`src/rtl/led_flow_pkg.sv`:
```
// Shared mode encodings and prescaler sizing for the LED running-light controller.
package led_flow_pkg;

    localparam logic [1:0] MODE_ROT_L    = 2'b00;
    localparam logic [1:0] MODE_ROT_R    = 2'b01;
    localparam logic [1:0] MODE_PINGPONG = 2'b10;
    localparam logic [1:0] MODE_BLINK    = 2'b11;

    // Clock cycles per automatic step; divide first so 32 bits never overflow.
    function automatic logic [31:0] calc_tick_div(input logic [31:0] clk_hz,
                                                  input logic [31:0] step_ms);
        return (clk_hz / 32'd1000) * step_ms;
    endfunction

endpackage

```
`src/rtl/led_flow_ctrl_tick_gen.sv`:
```
// Prescaler: counts 0..DIV-1 while run is high and emits a one-cycle registered tick.
module tick_gen #(
    parameter int unsigned DIV = 4
) (
    input  logic clk,
    input  logic rst_n,
    input  logic run,
    output logic tick
);

    localparam int W = (DIV < 2) ? 1 : $clog2(DIV);

    if (DIV < 2) begin : g_div_chk
        $error("tick_gen: DIV must be at least 2");
    end

    logic [W-1:0] cnt;

    // Dropping run discards any partial count, so the next tick is a full DIV away.
    always_ff @(posedge clk or negedge rst_n) begin
        if (!rst_n) begin
            cnt  <= '0;
            tick <= 1'b0;
        end else if (!run) begin
            cnt  <= '0;
            tick <= 1'b0;
        end else if (cnt == W'(DIV - 1)) begin
            cnt  <= '0;
            tick <= 1'b1;
        end else begin
            cnt  <= cnt + 1'b1;
            tick <= 1'b0;
        end
    end

endmodule

```
`src/rtl/led_flow_ctrl.sv`:
```
// Running-light LED controller: prescaled auto-step or manual step, four pattern modes.
module led_flow_ctrl
    import led_flow_pkg::*;
#(
    parameter int unsigned CLK_HZ         = 51_000_000,
    parameter int unsigned STEP_MS        = 250,
    parameter int unsigned N_LED          = 8,
    parameter int unsigned LED_ACTIVE_LOW = 1
) (
    input  logic             clk,
    input  logic             rst_n,
    input  logic             pll_lock,
    input  logic             en,
    input  logic [1:0]       mode,
    input  logic             step_req,
    output logic             tick,
    output logic [N_LED-1:0] led
);

    localparam logic [31:0]      TICK_DIV = calc_tick_div(CLK_HZ, STEP_MS);
    localparam logic [N_LED-1:0] POL      = {N_LED{LED_ACTIVE_LOW != 0}};

    if (N_LED < 2) begin : g_nled_chk
        $error("led_flow_ctrl: N_LED must be at least 2");
    end

    logic [N_LED-1:0] pat, pat_nx;
    logic             dir, dir_nx;
    logic             phase, phase_nx;
    logic             adv;

    tick_gen #(.DIV(TICK_DIV)) u_tick_gen (
        .clk   (clk),
        .rst_n (rst_n),
        .run   (pll_lock & en),
        .tick  (tick)
    );

    assign adv = pll_lock & ((en & tick) | (~en & step_req));

    always_comb begin
        pat_nx   = pat;
        dir_nx   = dir;
        phase_nx = phase;
        if (adv) begin
            case (mode)
                MODE_ROT_L: pat_nx = {pat[N_LED-2:0], pat[N_LED-1]};
                MODE_ROT_R: pat_nx = {pat[0], pat[N_LED-1:1]};
                MODE_PINGPONG: begin
                    // Turn around on the end LED so it is shown for only one step.
                    if (!dir) begin
                        if (pat[N_LED-1]) begin
                            dir_nx = 1'b1;
                            pat_nx = pat >> 1;
                        end else begin
                            pat_nx = pat << 1;
                        end
                    end else begin
                        if (pat[0]) begin
                            dir_nx = 1'b0;
                            pat_nx = pat << 1;
                        end else begin
                            pat_nx = pat >> 1;
                        end
                    end
                end
                default: phase_nx = ~phase;
            endcase
        end
    end

    // led is built from next-state values so a step shows on the cycle after adv.
    always_ff @(posedge clk or negedge rst_n) begin
        if (!rst_n) begin
            pat   <= N_LED'(1);
            dir   <= 1'b0;
            phase <= 1'b0;
            led   <= N_LED'(1) ^ POL;
        end else begin
            pat   <= pat_nx;
            dir   <= dir_nx;
            phase <= phase_nx;
            led   <= ((mode == MODE_BLINK) ? {N_LED{phase_nx}} : pat_nx) ^ POL;
        end
    end

endmodule
```
`config.mk`:
```
export PLATFORM = sky130hd
export DESIGN_NAME = led_flow_ctrl
export DESIGN_NICKNAME = d
export VERILOG_FILES = /design/src/rtl/led_flow_pkg.sv /design/src/rtl/led_flow_ctrl_tick_gen.sv /design/src/rtl/led_flow_ctrl.sv
export SDC_FILE = /design/constraint.sdc
export NUM_CORES = 1
export LEC_CHECK = 0
export ABC_AREA = 1
export BUFFER_PORTS_ARGS = -buffer_cell sky130_fd_sc_hd__buf_2
export CORE_UTILIZATION = 60
export CTS_CLUSTER_SIZE = 25
export DETAILED_ROUTE_END_ITERATION = 10
export PLACE_DENSITY = 0.83
export SYNTH_ARGS = -nofsm -noshare
export SYNTH_HDL_FRONTEND = slang
export SYNTH_SLANG_ARGS = --single-unit
```
`constraint.sdc`:
```
create_clock -name clk -period 4.19 [get_ports clk]
set_clock_uncertainty 0.15 [all_clocks]
set_input_delay 0.419 -clock clk [delete_from_list [all_inputs] [get_ports clk]]
set_output_delay 0.419 -clock clk [all_outputs]
set_load 0.005 [all_outputs]
```
==> impl_metrics.py <==
metrics = {
    "run_status": {
        "status": "completed",
    },
    "yosys": {
        "syn_area_per_cell_sq_um": 6.93,
        "yosysSeqAreaShare_pct": 42.6,
        "syn_nets": 376,
        "synth_edf_count": 0,
        "yosys_register_bits": 43,
        "yosys.cell_types.count": 28,
        "synthCells": 368,
        "ys.flop_type": "dfrtp_1",
        "postSynth.asyncResetShare_pct": 100,
        "syn_area_sq_um": 2550,
        "yosysWarnings": 0,
    },
    "sta": {
        "rsz0062_at_grt": "no",
        "period_share_pct": 44.7,
        "relSlewSlack_pct": 38.5,
        "report.final.slew_viol_count": 0,
        "period_needed_ps": 1870,
        "worstMarginPinSlew_ps": 923,
        "hold_viol": 0,
        "finalSetupViolations": 0,
        "fmax_ghz": 0.534,
        "setup_tns_ps": 0,
        "timing.hold.ws_ps": 101,
    },
    "die": {
        "fp.dieH_um": 67.2,
        "ios": 16,
        "fp-row-count": 23,
        "die_w_um": 67.2,
        "dieArea_sq_um": 4510,
        "initial_core_util_pct": 63.3,
        "core-area_sq_um": 4030,
    },
    "pwr": {
        "power_density_nw_per_um2": 354,
        "p_leak_nw": 1.33,
        "peakVddDrop_mv": 0.205,
        "power_w": 0.000976,
    },
    "detailed_routing": {
        "viasPerCell": 5.39,
        "drt_wl_total_um": 5720,
        "wl_per_cell_um": 13.1,
        "first_iter_violations": 186,
        "drc_errors": 0,
        "vias": 2356,
        "firstDrtPassIters": 5,
        "drtAntennaViolNets": 0,
    },
    "global_routing": {
        "antenna_found_initial": 0,
        "grt_pass1_wl_um": 9200,
        "grt_pass1_vias": 2133,
        "overflow": 0,
        "grt_max_degree": 44,
        "grt_usage_pct": 28.0,
    },
    "cells_and_area": {
        "n_antenna_cell": 0,
        "final_common_cell": "nand2_1",
        "nets": 394,
        "drive_gt1_share_pct": 14.7,
        "final_cell_mix": "nand2_1 (126), nor2_1 (67), inv_1 (43)",
        "finalInstanceArea_sq_um": 2750,
        "area_growth_pct": 7.95,
        "fillers": 357,
    },
    "cts": {
        "clkTransAtPathRegs_ps": 90,
        "cts.sinks": 43,
        "numCtsBuffers": 5,
        "h-tree-depth": 2,
        "cts_tree": "done",
        "clockBufferDepth": 2,
        "cts_setup_buffers": 0,
        "cts_root_buf": "clkbuf_8",
        "ctsHoldBuffers": 0,
        "clkLatencyLatePin_ps": 310,
        "cts_resized": 0,
    },
    "worst_setup_path": {
        "setup.worst_path.start_class": "flop",
        "arrival_ps": 1910,
        "worst-endpoint-required_ps": 4230,
        "worstSetupPathType": "reg2reg",
        "cp_max_fo": 8,
        "end_kind": "flop",
    },
    "placement": {
        "place.gp.congestion": 0.949,
        "io_buffer_count": 15,
        "place_area_sq_um": 2660,
        "hpwl_um": 4350,
    },
    "flow_run": {
        "drv_cap": 0,
    },
    "min_path": {
        "hold_class": "in2async",
    },
}
## worst paths after layout
path,startpoint,endpoint,slack (ps),cells past startpoint
worst max-delay path,u_tick_gen.cnt[0],u_tick_gen.cnt[10],2320,6
worst min-delay path,rst_n,asynchronous set/reset pin,100,1
worst max register to register,u_tick_gen.cnt[0],u_tick_gen.cnt[10],2320,6
worst min register to register,phase,phase,380,2
max in group asynchronous,rst_n,u_tick_gen.cnt[4],3220,1
min in group clk,pll_lock,phase,310,3
## Yosys cell counts, types with 2 or more instances
cell | count | area (sq um)
nand3_2 | 4 | 40.0
nor2_2 | 6 | 37.5
inv_2 | 2 | 7.51
xor2_1 | 5 | 43.8
dfrtp_1 | 35 | 876
o21ai_0 | 7 | 35.0
nor3_1 | 3 | 15.0
nand4_1 | 3 | 18.8
dfstp_2 | 8 | 210
nand2_1 | 126 | 473
a21oi_1 | 3 | 15.0
nor2_1 | 67 | 251
nand3_1 | 30 | 150
inv_1 | 43 | 161
nor2_4 | 4 | 45.0
xnor2_1 | 4 | 35.0
nand2_2 | 7 | 43.8
## area by class of cell
class	instances	area [sq um]	share of cell area, %
clock inverters	3	23.8	0.864
flip-flops and latches	43	1090	39.5
repair buffers	15	75.1	2.73
clock buffers	5	68.8	2.50
well taps	50	62.6	2.27
multi-input cells	276	1270	46.0
inverters	45	169	6.14
## worst max-delay path: stages (launching register included)
cell and delay (ps):
dfrtp_1 440, ha_1 310, nand3_2 180, nor2_1 180, nand3_2 160, nand2_1 250, nor2_1 80
## routing by layer
| metal | global-route usage [%] | wire, um | up-vias | part of all wire, % |
|---|---|---|---|---|
| li1 | - | - | 1165 | - |
| met5 | 0 | 0 | - | 0 |
| met3 | 5.24 | 325 | 26 | 5.7 |
| met2 | 51.1 | 2840 | 103 | 50 |
| met4 | 14.6 | 254 | 0 | 4.4 |
| met1 | 30.5 | 2300 | 1062 | 40 |
## power by group
part	switching (W)	internal, W
clock network	0.000153	0.000119
registers	0.0000302	0.000471
logic	0.000136	0.0000663
total	0.000319	0.000657
## metrics by stage
step / util, % / setup slack, ps / cells
finish: 68.3 / 2320 / 437
global route: 68.3 / 2190 / 437
CTS: 68.3 / 2320 / 437
detailed placement: 66.0 / 2330 / 429
global placement: 66.0 / 2340 / 429
floorplan: - / 2660 / 368
## kinds of logic after synthesis
family | count (synthesis) | synth area share (%)
simple gates | 253 | 43.2
buf+inv | 49 | 7.70
flops | 43 | 42.6
compound gates | 13 | 2.89
xor+xnor | 9 | 3.09
fa+ha+maj | 1 | 0.491
Power figures use the tool's default switching activity.
